===== src/rtl/decode_hazard_ctrl.sv =====
// Decode-stage hazard controller: in-flight destination scoreboard, RAW forward/stall
// decisions for both source operands, mult/div busy FSM and a saturating stall counter.
module decode_hazard_ctrl #(
   parameter int MD_LATENCY = 4,
   parameter int CNT_W      = 32
) (
   input  logic             clk,
   input  logic             reset,
   input  logic             id_valid,
   input  logic [4:0]       rs,
   input  logic [4:0]       rt,
   input  logic             id_uses_rs,
   input  logic             id_uses_rt,
   input  logic             id_wr_en,
   input  logic [4:0]       id_wr_reg,
   input  logic             id_is_load,
   input  logic             id_is_muldiv,
   input  logic             id_reads_hilo,
   output logic             stall,
   output logic             ex_bubble,
   output logic [1:0]       fwd_a_sel,
   output logic [1:0]       fwd_b_sel,
   output logic             md_busy,
   output logic [CNT_W-1:0] stall_count
);

   typedef enum logic {
      MD_IDLE,
      MD_BUSY
   } md_state_t;

   localparam logic [3:0] MD_INIT = 4'(MD_LATENCY - 1);

   // A WB-stage result is always forwardable, so WB keeps no load flag.
   logic             ex_valid_q, ex_valid_d;
   logic [4:0]       ex_reg_q, ex_reg_d;
   logic             ex_load_q, ex_load_d;
   logic             mem_valid_q, mem_valid_d;
   logic [4:0]       mem_reg_q, mem_reg_d;
   logic             mem_load_q, mem_load_d;
   logic             wb_valid_q, wb_valid_d;
   logic [4:0]       wb_reg_q, wb_reg_d;
   md_state_t        md_state_q, md_state_d;
   logic [3:0]       md_cnt_q, md_cnt_d;
   logic [CNT_W-1:0] stall_count_q, stall_count_d;

   logic             rs_hazard, rt_hazard, md_hazard, stall_int;
   logic [1:0]       rs_sel, rt_sel;

   function automatic logic [2:0] check_operand(
      input logic       en,
      input logic [4:0] x,
      input logic       exv,
      input logic [4:0] exr,
      input logic       memv,
      input logic [4:0] memr,
      input logic       meml,
      input logic       wbv,
      input logic [4:0] wbr
   );
      logic       hz;
      logic [1:0] sel;
      hz  = 1'b0;
      sel = 2'd0;
      if (en && (x != 5'd0)) begin
         if (exv && (exr == x)) begin
            hz = 1'b1;
         end else if (memv && (memr == x) && meml) begin
            hz = 1'b1;
         end else if (memv && (memr == x)) begin
            sel = 2'd1;
         end else if (wbv && (wbr == x)) begin
            sel = 2'd2;
         end
      end
      return {hz, sel};
   endfunction

   always_comb begin
      {rs_hazard, rs_sel} = check_operand(id_valid & id_uses_rs, rs,
                                          ex_valid_q, ex_reg_q,
                                          mem_valid_q, mem_reg_q, mem_load_q,
                                          wb_valid_q, wb_reg_q);
      {rt_hazard, rt_sel} = check_operand(id_valid & id_uses_rt, rt,
                                          ex_valid_q, ex_reg_q,
                                          mem_valid_q, mem_reg_q, mem_load_q,
                                          wb_valid_q, wb_reg_q);
      md_hazard = (md_state_q == MD_BUSY) & id_valid & (id_is_muldiv | id_reads_hilo);
      stall_int = rs_hazard | rt_hazard | md_hazard;
   end

   always_comb begin
      ex_valid_d  = id_valid & id_wr_en & ~stall_int;
      ex_reg_d    = id_wr_reg;
      ex_load_d   = id_is_load;
      mem_valid_d = ex_valid_q;
      mem_reg_d   = ex_reg_q;
      mem_load_d  = ex_load_q;
      wb_valid_d  = mem_valid_q;
      wb_reg_d    = mem_reg_q;

      md_state_d = md_state_q;
      md_cnt_d   = md_cnt_q;
      case (md_state_q)
         MD_IDLE: begin
            if (id_valid && id_is_muldiv && !stall_int) begin
               md_state_d = MD_BUSY;
               md_cnt_d   = MD_INIT;
            end
         end
         MD_BUSY: begin
            if (md_cnt_q == 4'd0) begin
               md_state_d = MD_IDLE;
            end else begin
               md_cnt_d = md_cnt_q - 4'd1;
            end
         end
         default: begin
            md_state_d = MD_IDLE;
            md_cnt_d   = 4'd0;
         end
      endcase

      stall_count_d = stall_count_q;
      if (stall_int && (stall_count_q != {CNT_W{1'b1}})) begin
         stall_count_d = stall_count_q + CNT_W'(1);
      end
   end

   always_ff @(posedge clk or posedge reset) begin
      if (reset) begin
         ex_valid_q    <= 1'b0;
         ex_reg_q      <= 5'd0;
         ex_load_q     <= 1'b0;
         mem_valid_q   <= 1'b0;
         mem_reg_q     <= 5'd0;
         mem_load_q    <= 1'b0;
         wb_valid_q    <= 1'b0;
         wb_reg_q      <= 5'd0;
         md_state_q    <= MD_IDLE;
         md_cnt_q      <= 4'd0;
         stall_count_q <= '0;
      end else begin
         ex_valid_q    <= ex_valid_d;
         ex_reg_q      <= ex_reg_d;
         ex_load_q     <= ex_load_d;
         mem_valid_q   <= mem_valid_d;
         mem_reg_q     <= mem_reg_d;
         mem_load_q    <= mem_load_d;
         wb_valid_q    <= wb_valid_d;
         wb_reg_q      <= wb_reg_d;
         md_state_q    <= md_state_d;
         md_cnt_q      <= md_cnt_d;
         stall_count_q <= stall_count_d;
      end
   end

   // Outputs are held quiet for the whole reset pulse, not just after the first edge.
   assign stall       = stall_int & ~reset;
   assign ex_bubble   = stall_int & ~reset;
   assign fwd_a_sel   = reset ? 2'd0 : rs_sel;
   assign fwd_b_sel   = reset ? 2'd0 : rt_sel;
   assign md_busy     = (md_state_q == MD_BUSY) & ~reset;
   assign stall_count = stall_count_q;

endmodule


===== config.mk =====
export PLATFORM = sky130hd
export DESIGN_NAME = decode_hazard_ctrl
export DESIGN_NICKNAME = d
export VERILOG_FILES = /design/src/rtl/decode_hazard_ctrl.sv
export SDC_FILE = /design/constraint.sdc
export NUM_CORES = 1
export LEC_CHECK = 0
export BUFFER_PORTS_ARGS = -buffer_cell sky130_fd_sc_hd__buf_2
export CAP_MARGIN = 30
export CORE_ASPECT_RATIO = 0.6
export CORE_MARGIN = 2
export CORE_UTILIZATION = 58
export CTS_CLUSTER_SIZE = 10
export DETAILED_ROUTE_END_ITERATION = 7
export PLACE_DENSITY = 0.81
export SYNTH_ARGS = -nofsm -noshare
export SYNTH_HDL_FRONTEND = slang
export SYNTH_SLANG_ARGS = --single-unit

===== constraint.sdc =====
create_clock -name clk -period 7.97 [get_ports clk]
set_input_delay 1.9925 -clock clk [delete_from_list [all_inputs] [get_ports clk]]
set_output_delay 1.9925 -clock clk [all_outputs]
set_load 0.02 [all_outputs]

After elaboration in Yosys (flattened, before gate mapping)
Cells that the tools add are included.
{ "totals": {"ff_bits": 57, "in_bits": 24, "output_inout_bits": 39, "elab_cells": 78} }
{ "classes": {"addsub": 2, "eq_ne": 9, "muxes": 24, "bitwise_logic": 14, "n_reduce_logical": 18} }
{ "op_table": {"columns": ["op", "count"], "rows": [
  ["$add A32 B1 Y32 const B", 1],
  ["$ne A32 B32 Y1 const B", 1],
  ["$eq A5 B5 Y1", 6],
  ["$mux W2", 12],
  ["$logic_and A1 B1 Y1", 13],
  ["$reduce_bool A5 Y1", 2],
  ["$and A1 B1 Y1", 8],
  ["$mux W1", 8],
  ["$mux W4", 2],
  ["$pmux W4 S2", 1],
  ["$logic_not A4 Y1", 1],
  ["$ne A2 B2 Y1 const B", 2],
  ["$sub A4 B1 Y4 const B", 1],
  ["$not A1 Y1", 3],
  ["$or A1 B1 Y1", 3],
  ["$pmux W1 S2", 1],
  ["$reduce_and A2 Y1", 1],
  ["$logic_not A1 Y1", 1]
]} }

Logic depth before layout (Yosys ltp)
Gate-level depths: netlist of the first run.
{ "logic_depth": {"word_depth": 12, "mapped_depth": 9, "depth_no_buf": 8} }

Least setup slack after synthesis of the first run
No wires, ideal clock.
{ "synth_path": {"path_kind": "in2out", "from": "in rt[1]", "to": "out stall", "arrival_ns": 3.658, "t_required_ns": 5.977, "path_slack_ns": 2.319, "cell_stages": 7, "path_buffers": 2, "path_cell_list": "or4_1 -> o211ai_2 -> a21oi_2 -> a311oi_4 -> buf_6 -> nor2_1 -> buf_4"} }
{ "synth_via": {"elab_chain_len": 9, "elab_cells_between_ends": 13, "cone_classes": "2 x eq/ne; 3 x mux; 3 x bitwise; 5 x reduce/logical"} }
{ "synth_lines": {"columns": ["item", "line", "source"], "rows": [
  ["start: declaration", "11", "input logic [4:0] rt,"],
  ["$eq A5 B5 Y1", "68", "end else if (memv && (memr == x) && meml) begin"],
  ["$logic_and A1 B1 Y1 (2 in a row)", "68", null],
  ["$mux W1", "68", null],
  ["$mux W1", "66", "if (exv && (exr == x)) begin"],
  ["$mux W1 (*)", "65", "if (en && (x != 5'd0)) begin"],
  ["$or A1 B1 Y1 (*) (2 in a row)", "89", "stall_int = rs_hazard | rt_hazard | md_hazard;"],
  ["$and A1 B1 Y1 (*)", null, null],
  ["end: declaration", "19", "output logic stall,"]
]} }
Every way passes the cells marked *; elsewhere a longest branch is shown, timed or not.

Worst setup path in the final report of the first run
{ "layout_path": {"from": "in rt[1]", "to": "out ex_bubble"} }
{ "layout_via": {"elab_chain_len": 9, "elab_cells_between_ends": 13, "cone_classes": "2 x eq/ne; 3 x mux; 3 x bitwise; 5 x reduce/logical"} }
{ "layout_lines": {"columns": ["item", "line", "source"], "rows": [
  ["$eq A5 B5 Y1", "68", null],
  ["$logic_and A1 B1 Y1 (2 in a row)", "68", null],
  ["$mux W1", "68", null],
  ["$mux W1", "66", null],
  ["$mux W1 (*)", "65", null],
  ["$or A1 B1 Y1 (*) (2 in a row)", "89", null],
  ["$and A1 B1 Y1 (*)", "160", "assign ex_bubble = stall_int & ~reset;"],
  ["end: declaration", "20", "output logic ex_bubble,"]
]} }
Marked as above.

==> results of run 1 <==
through the flow:
step / worst slack [ns] / utilization [%] / hold slack, ns
after floorplan: 2.32 / - / 0.331
after global placement: 2.14 / 69.2 / 0.333
after detailed placement: 2.13 / 69.2 / 0.338
after CTS: 2.14 / 74.5 / 0.353
after global routing: 2.03 / 74.5 / 0.381
final: 2.14 / 74.5 / 0.351
worst min path at each step:
stage	slack, ns	end	start	depth (start not counted)
3_5_place_dp	0.34	mem_load_q	ex_load_q	0
3_3_place_gp	0.33	mem_load_q	ex_load_q	0
2_1_floorplan	0.33	mem_load_q	ex_load_q	0
6_report	0.35	mem_load_q	ex_load_q	0
5_1_grt	0.38	mem_load_q	ex_load_q	0
4_1_cts	0.35	mem_load_q	ex_load_q	0
where the power goes:
group	switching (mW)	internal, mW	total [mW]
Sequential	0.0359	0.321	0.357
Clock	0.112	0.216	0.328
Combinational	0.105	0.0666	0.172
Total	0.253	0.603	0.856
worst max-delay path, cell delays in order:
cell	delay [ns]
buf_2	0.13
or4_1	0.53
o211ai_2	0.19
a21oi_2	0.06
a311oi_4	0.24
buf_4	0.41
nor2_1	0.09
buf_2	0.17
flip-flops by register name (all words and copies together) (netlist names), 4 cells and up:
register     count
wb_reg_q         5
stall_count     32
ex_reg_q         5
mem_reg_q        5
md_cnt_q         4
layout make-up:
class / instances / area [µm²]
timing repair buffer: 64 / 325
fill: 343 / 1190
multi-input combinational: 190 / 1380
sequential: 57 / 1430
clock inverter: 5 / 103
tap: 63 / 78.8
clock buffer: 11 / 141
inverter: 5 / 18.8
routing by layer:
| metal | routed length (µm) | part of all wire, % | up-vias |
|---|---|---|---|
| met5 | 0 | 0 | - |
| li1 | - | - | 1051 |
| met1 | 3250 | 53 | 1031 |
| met2 | 2450 | 40 | 55 |
| met3 | 324 | 5.3 | 8 |
| met4 | 66 | 1.1 | 0 |
cells by family (layout without fill, tap and decap cells):
logic type	Yosys count	count (layout)
compound gates	8	8
xor+xnor	62	62
fa+ha+maj	2	2
buf+inv	12	85
flops	57	57
mux	2	2
simple gates	116	116
synthesized netlist by cell type, drive strengths merged, types with 2 or more instances:
cell type | count | area, µm²
inv | 5 | 18.8
nand3 | 22 | 110
ha | 2 | 25.0
nor3b | 2 | 15.0
nor4b | 7 | 73.8
nor2 | 14 | 57.6
xor2 | 54 | 473
o21ai | 2 | 10.0
a21oi | 3 | 18.8
dfrtp | 57 | 1430
nor2b | 2 | 12.5
nor3 | 10 | 50.1
or3 | 2 | 12.5
o211ai | 2 | 20.0
xnor2 | 8 | 70.1
and3 | 5 | 31.3
nand2 | 18 | 67.6
buf | 6 | 51.3
nor4 | 21 | 188
nand4 | 6 | 37.5
and4 | 2 | 17.5
==> impl_metrics.env, run 1 <==
export IMPL_vias_per_cell=5.43
export IMPL_yosysWarnings=0
export IMPL_hpwl_um=4400
export IMPL_num_rows=19
export IMPL_groute_layer_met2_usage_pct=33.1
export IMPL_ir_drop_v=0.000203
export IMPL_ctsHoldBuffers=0
export IMPL_synth_top_family_by_area="simple AND/OR/NAND/NOR gates"
export IMPL_wirelength_um=6090
export IMPL_cts_inserted_buffers=9
export IMPL_cts_resized=0
export IMPL_grt_pass1_wl_um=10300
export IMPL_die_area_um2=5560
export IMPL_h_tree_depth=3
export IMPL_synthCells=259
export IMPL_die_x_um=94.9
export IMPL_maxSlewHeadroom_pct=44.4
export IMPL_finalClockSkew_ns=0.00752
export IMPL_start_util_pct=61.7
export IMPL_r2r_end="stall_count[9]"
export IMPL_ys_flop_type="dfrtp_1"
export IMPL_ioPinCount=63
export IMPL_yosys_area_share_adder_pct=0.870
export IMPL_first_pass_iters=4
export IMPL_synthSimpleGateAreaFrac_pct=24.6
export IMPL_cp_max_fo=35
export IMPL_synthXorXnorAreaFrac_pct=18.9
export IMPL_area_delta_synth_final_pct=20.6
export IMPL_max_freq_mhz=172
export IMPL_core_area_um2=4660
export IMPL_ys_seq_area_share_pct=49.6
export IMPL_antenna_cells=0
export IMPL_finalCriticalPeriod_ns=5.83
export IMPL_finalSetupViolations=0
export IMPL_grt_pass1_vias=2056
export IMPL_antenna_found_initial=0
export IMPL_rrSetupSlack_ns=5.05
export IMPL_drtIter0Drc=129
export IMPL_clock_latency_ns=0.33
export IMPL_rr_startpoint="stall_count[0]"
export IMPL_synth_compound_area_share_pct=2.61
export IMPL_finish_instance_area_um2=3470
export IMPL_clk_pin_slew_ns=0.06
export IMPL_p_per_area_nw_per_um2=247
export IMPL_vias=2145
export IMPL_final_cells=395
export IMPL_worstPathRequired_ns=5.98
export IMPL_arrival_ns=3.83
export IMPL_rsz0062_at_grt="no"
export IMPL_postCtsSetupRepairBufs=0
export IMPL_numPlacedInstances=379
export IMPL_grt_util_met3_pct=7.55
export IMPL_syn_num_nets=285
export IMPL_drive_gt1_share_pct=29.2
export IMPL_finalNetCount=353
export IMPL_fp_dieH_um=58.6
export IMPL_end_kind="primary output"
export IMPL_grtUsageTotal_pct=25.3
export IMPL_p_leak_nw=1.73
export IMPL_outcome="completed"
export IMPL_wire_per_inst_um=15.4
export IMPL_synth_edf_count=0
export IMPL_totalPowerFinal_uw=856
export IMPL_synth_async_reset_ratio_pct=100
export IMPL_root_buffer="clkbuf_8"
export IMPL_port_buffers=62
export IMPL_ys_ff_latch=57
export IMPL_cts_sinks=57
export IMPL_max_cap_viol_count=0
export IMPL_timing_critical_path_to="ex_bubble"
export IMPL_muxShareOfSynthArea_pct=0.870
export IMPL_overflow=0
export IMPL_hold_violations=0
export IMPL_start_kind="input pin"
export IMPL_fin_crit_sh_pct=73.1
export IMPL_setup_tns_ns=0
export IMPL_synth_avg_cell_area_um2=11.1
export IMPL_cts_max_path_buffers=2
export IMPL_path_class="in -> out"
export IMPL_grt_max_degree=58
export IMPL_grt_use_met1_pct=40.5
export IMPL_cts_tree="yes"
export IMPL_hold_class="reg -> reg"
export IMPL_slew_viol_final=0
export IMPL_worst_slew_pin_slew_ns=0.833
export IMPL_syn_cell_area_um2=2880
export IMPL_mostFrequentLayoutCells="buf_2 (62), dfrtp_1 (57), xor2_1 (54)"
export IMPL_drc=0
export IMPL_final_common_cell="buf_2"
export IMPL_grt_most_used_layer="met1"
export IMPL_ys_types=38
export IMPL_placed_area_um2=3230
export IMPL_r2r_cells=8
export IMPL_gp_routability_congestion=0.976
export IMPL_ant_nets=0
export IMPL_startpoint="rt[1]"
No activity file was read; power rests on OpenSTA's default activity.
==> run 2, diff against run 1 <==
--- a/config.mk
+++ b/config.mk
@@ -9,10 +9,10 @@
 export CAP_MARGIN = 30
 export CORE_ASPECT_RATIO = 0.6
 export CORE_MARGIN = 2
-export CORE_UTILIZATION = 58
+export CORE_UTILIZATION = 54
 export CTS_CLUSTER_SIZE = 10
 export DETAILED_ROUTE_END_ITERATION = 7
-export PLACE_DENSITY = 0.81
+export PLACE_DENSITY = 0.76
 export SYNTH_ARGS = -nofsm -noshare
 export SYNTH_HDL_FRONTEND = slang
 export SYNTH_SLANG_ARGS = --single-unit
==> constraint.sdc (replaced) <==
create_clock -name clk -period 5.9 [get_ports clk]
set_input_delay 1.475 -clock clk [delete_from_list [all_inputs] [get_ports clk]]
set_output_delay 1.475 -clock clk [all_outputs]
set_load 0.02 [all_outputs]
==> impl_metrics.env, run 2 (same netlist as run 1, synthesis figures left out) <==
export IMPL_outcome="completed"
export IMPL_cts_max_path_buffers=2
export IMPL_gp_routability_congestion=0.971
export IMPL_crit_chain="buf_2 -> or4_1 -> o211ai_2 -> a21oi_2 -> a311oi_4 -> nor2_1 -> buf_2"
export IMPL_slowest_stage="or4_1"
export IMPL_start_kind="input pin"
export IMPL_area_delta_synth_final_pct=20.2
export IMPL_antenna_found_initial=0
export IMPL_wirelength_um=6150
export IMPL_placed_area_um2=3230
export IMPL_root_buffer="clkbuf_8"
export IMPL_postCtsSetupRepairBufs=0
export IMPL_overflow=0
export IMPL_end_kind="primary output"
export IMPL_h_tree_depth=3
export IMPL_whs_ns=0.344
export IMPL_vias=2224
export IMPL_p_per_area_nw_per_um2=327
export IMPL_numPlacedInstances=382
export IMPL_final_cells=398
export IMPL_hold_class="reg -> reg"
export IMPL_grt_max_degree=53
export IMPL_p_leak_nw=1.73
export IMPL_grt_pass1_vias=1960
export IMPL_clock_latency_ns=0.34
export IMPL_ir_drop_v=0.000192
export IMPL_die_x_um=98.2
export IMPL_slowest_delay_ns=0.54
export IMPL_largest_reg_flops=32
export IMPL_ant_nets=0
export IMPL_finalClockSkew_ns=0.00894
export IMPL_ioPinCount=63
export IMPL_hpwl_um=4510
export IMPL_cts_tree="yes"
export IMPL_setup_tns_ns=0
export IMPL_finalSetupViolations=0
export IMPL_setup_slack_ns=1.46
export IMPL_core_area_um2=5100
export IMPL_vias_per_cell=5.59
export IMPL_drtIter0Drc=190
export IMPL_finish_instance_area_um2=3460
export IMPL_drive_gt1_share_pct=29.5
export IMPL_cts_sinks=57
export IMPL_totalPowerFinal_mw=1.13
export IMPL_port_buffers=62
export IMPL_finalNetCount=353
export IMPL_finalCriticalPeriod_ns=4.44
export IMPL_wire_per_inst_um=15.5
export IMPL_die_area_um2=5950
export IMPL_max_cap_viol_count=0
export IMPL_antenna_cells=0
export IMPL_drc=0
export IMPL_ctsHoldBuffers=0
export IMPL_arrival_ns=2.96
export IMPL_start_util_pct=56.3
export IMPL_clk_pin_slew_ns=0.07
export IMPL_cts_inserted_buffers=9
export IMPL_fp_dieH_um=60.5
export IMPL_path_class="in -> out"
export IMPL_max_freq_mhz=225
export IMPL_cp_max_fo=4
export IMPL_crit_top_cell="buf_2"
export IMPL_post_place_ws_ns=1.49
export IMPL_fin_crit_sh_pct=75.2
export IMPL_final_core_util_pct=67.7
export IMPL_maxSlewHeadroom_pct=41.5
export IMPL_num_rows=20
export IMPL_worst_slew_pin_slew_ns=0.876
export IMPL_mostFrequentLayoutCells="buf_2 (62), dfrtp_1 (57), xor2_1 (54)"
export IMPL_grt_pass1_wl_um=9940
export IMPL_grtUsageTotal_pct=22.2
export IMPL_cts_resized=0
export IMPL_worstPathRequired_ns=4.43
export IMPL_final_common_cell="buf_2"
export IMPL_rsz0062_at_grt="no"
export IMPL_hold_violations=0
export IMPL_first_pass_iters=5
export IMPL_slew_viol_final=0
==> run 2: cell count changes in the layout (fill, tap and decap cells not counted), sizes merged <==
cell    change
bufinv      -1
clkinv      +1
==> run 2: layer usage <==
| layer | vias up | track usage, % | share of wire [%] |
|---|---|---|---|
| li1 | 1049 | - | - |
| met5 | - | 0 | 0 |
| met4 | 0 | 5.48 | 1.0 |
| met1 | 1082 | 34.1 | 51 |
| met2 | 85 | 27.8 | 40 |
| met3 | 8 | 10.4 | 7.7 |
==> run 2: worst max-delay path, delay by kind of cell <==
kind                   cells  cell delay (ns)
AO/OA/AOI/OAI              3             0.54
AND/OR/NAND/NOR            2             0.64
buffers and inverters      2             0.30
==> run 2: final cells by class <==
cell class,count,area [µm²]
fillers,430,1650
flip-flops and latches,57,1430
multi-input cells,190,1380
repair buffers,64,325
clock buffers,11,151
well taps,66,82.6
clock inverters,5,77.6
inverters,5,18.8
==> run 2: power breakdown <==
| group | internal, mW | switching, mW |
|---|---|---|
| registers | 0.434 | 0.0505 |
| clock network | 0.259 | 0.157 |
| logic | 0.0903 | 0.140 |
==> run 2: final timing paths <==
| check | slack (ns) | depth (start not counted) | end | startpoint |
|---|---|---|---|---|
| worst max-delay path | 1.46 | 7 | ex_bubble | rt[1] |
| worst min-delay path | 0.34 | 0 | mem_load_q | ex_load_q |
| worst max register to register | 2.92 | 8 | stall_count[11] | stall_count[0] |
| worst min register to register | 0.34 | 0 | mem_load_q | ex_load_q |
| max in group asynchronous | 4.01 | 3 | ex_reg_q[0] | reset |
| min in group asynchronous | 1.06 | 2 | md_cnt_q[2] | reset |
==> run 3, diff against run 2 <==
--- a/config.mk
+++ b/config.mk
@@ -9,10 +9,10 @@
 export CAP_MARGIN = 30
 export CORE_ASPECT_RATIO = 0.6
 export CORE_MARGIN = 2
-export CORE_UTILIZATION = 54
+export CORE_UTILIZATION = 49
 export CTS_CLUSTER_SIZE = 10
 export DETAILED_ROUTE_END_ITERATION = 7
-export PLACE_DENSITY = 0.76
+export PLACE_DENSITY = 0.73
 export SYNTH_ARGS = -nofsm -noshare
 export SYNTH_HDL_FRONTEND = slang
 export SYNTH_SLANG_ARGS = --single-unit
==> constraint.sdc (replaced) <==
create_clock -name clk -period 3.6 [get_ports clk]
set_input_delay 0.9 -clock clk [delete_from_list [all_inputs] [get_ports clk]]
set_output_delay 0.9 -clock clk [all_outputs]
set_load 0.02 [all_outputs]
==> impl_metrics.env, run 3 (same netlist as run 1, synthesis figures left out) <==
export IMPL_outcome="completed"
export IMPL_largest_reg_flops=32
export IMPL_p_per_area_nw_per_um2=507
export IMPL_rsz0062_at_grt="no"
export IMPL_finish_instance_area_um2=3450
export IMPL_h_tree_depth=3
export IMPL_setup_tns_ns=0
export IMPL_fin_crit_sh_pct=92.7
export IMPL_cts_tree="yes"
export IMPL_wirelength_um=6110
export IMPL_finalClockSkew_ns=0.0125
export IMPL_postCtsSetupRepairBufs=0
export IMPL_combPwrFrac_pct=21.5
export IMPL_crit_top_cell="buf_2"
export IMPL_grt_max_degree=35
export IMPL_antenna_found_initial=0
export IMPL_vias=2182
export IMPL_drc=0
export IMPL_finalSetupViolations=0
export IMPL_drive_gt1_share_pct=29.4
export IMPL_mostFrequentLayoutCells="buf_2 (62), dfrtp_1 (57), xor2_1 (54)"
export IMPL_p_leak_nw=1.71
export IMPL_maxSlewHeadroom_pct=51.6
export IMPL_root_buffer="clkbuf_8"
export IMPL_crit_family="simple AND/OR/NAND/NOR gates"
export IMPL_ant_nets=0
export IMPL_grtUsageTotal_pct=20.7
export IMPL_hpwl_um=4580
export IMPL_cts_resized=0
export IMPL_cts_max_path_buffers=2
export IMPL_num_rows=21
export IMPL_gp_routability_congestion=1.00
export IMPL_finalNetCount=354
export IMPL_power_share_sequential_pct=45.2
export IMPL_slew_viol_final=0
export IMPL_multi_input_area_um2=1380
export IMPL_grt_pass1_wl_um=10100
export IMPL_worst_slew_pin_slew_ns=0.718
export IMPL_p_switching_uw=556
export IMPL_slowest_stage="nor4_1"
export IMPL_drtIter0Drc=118
export IMPL_max_freq_mhz=300
export IMPL_power_share_clock_pct=33.4
export IMPL_ioPinCount=63
export IMPL_max_cap_viol_count=0
export IMPL_antenna_cells=0
export IMPL_finalCriticalPeriod_ns=3.34
export IMPL_cts_sinks=57
export IMPL_end_kind="primary output"
export IMPL_die_x_um=103
export IMPL_final_common_cell="buf_2"
export IMPL_area_delta_synth_final_pct=20.0
export IMPL_placed_area_um2=3250
export IMPL_worstPathRequired_ns=2.70
export IMPL_first_pass_iters=4
export IMPL_cp_max_fo=4
export IMPL_hold_class="reg -> reg"
export IMPL_crit_chain="buf_2 -> xor2_1 -> nor4_1 -> nand3_1 -> a21oi_2 -> a311oi_4 -> nor2_1 -> buf_2"
export IMPL_path_class="in -> out"
export IMPL_core_area_um2=5620
export IMPL_p_sw_share_pct=31.8
export IMPL_arrival_ns=2.44
export IMPL_overflow=0
export IMPL_grt_pass1_vias=2023
export IMPL_vias_per_cell=5.28
export IMPL_wire_per_inst_um=14.8
export IMPL_intPower_mw=1.19
export IMPL_path_buf_inv=2
export IMPL_cts_inserted_buffers=9
export IMPL_fp_dieH_um=63.4
export IMPL_slowest_delay_ns=0.47
export IMPL_hold_violations=0
export IMPL_clock_latency_ns=0.33
export IMPL_ctsHoldBuffers=0
export IMPL_nFillCells=482
export IMPL_start_kind="input pin"
export IMPL_clk_pin_slew_ns=0.06
export IMPL_die_area_um2=6520
export IMPL_start_util_pct=51.2
export IMPL_seq_area_um2=1430
export IMPL_ir_drop_v=0.000274
export IMPL_port_buffers=62
run 3: power by group through the flow:
stage               Sequential [mW]  Combinational, mW  Clock (mW)
global placement              0.799              0.370           0
floorplan                     0.824              0.244           0
detailed placement            0.800              0.380           0
CTS                           0.790              0.381       0.600
global route                  0.800              0.421       0.629
finish                        0.790              0.376       0.584
run 3: through the flow:
step	setup WS, ns	cells	power, mW	utilization (%)	hold WS (ns)
global route	0.176	413	1.85	61.4	0.369
detailed placement	0.300	397	1.18	57.9	0.346
finish	0.263	413	1.75	61.4	0.354
global placement	0.296	397	1.17	57.9	0.339
CTS	0.291	413	1.77	61.4	0.355
floorplan	0.134	259	1.07	-	0.331
run 3: per-layer routing:
layer | track usage [%] | share of wire [%] | up-vias
met5 | 0 | 0 | -
met2 | 26.9 | 42 | 66
li1 | - | - | 1051
met1 | 32.9 | 51 | 1061
met4 | 6.41 | 0.72 | 0
met3 | 5.55 | 5.8 | 4
run 3: final timing paths:
path / depth (start not counted) / endpoint / startpoint / slack [ns]
max: 8 / stall / rt[2] / 0.26
min: 0 / mem_load_q / ex_load_q / 0.35
max reg2reg: 9 / stall_count[11] / stall_count[0] / 1.02
min reg2reg: 0 / mem_load_q / ex_load_q / 0.35
max in group asynchronous: 3 / ex_load_q / reset / 2.16
min in group asynchronous: 2 / ex_reg_q[1] / reset / 0.64
run 3: layout make-up:
cell class	count	share of cell area, %
clock inverter	5	1.60
inverter	5	0.544
sequential	57	41.3
multi-input combinational	190	39.9
clock buffer	11	4.10
tap	80	2.90
timing repair buffer	65	9.64
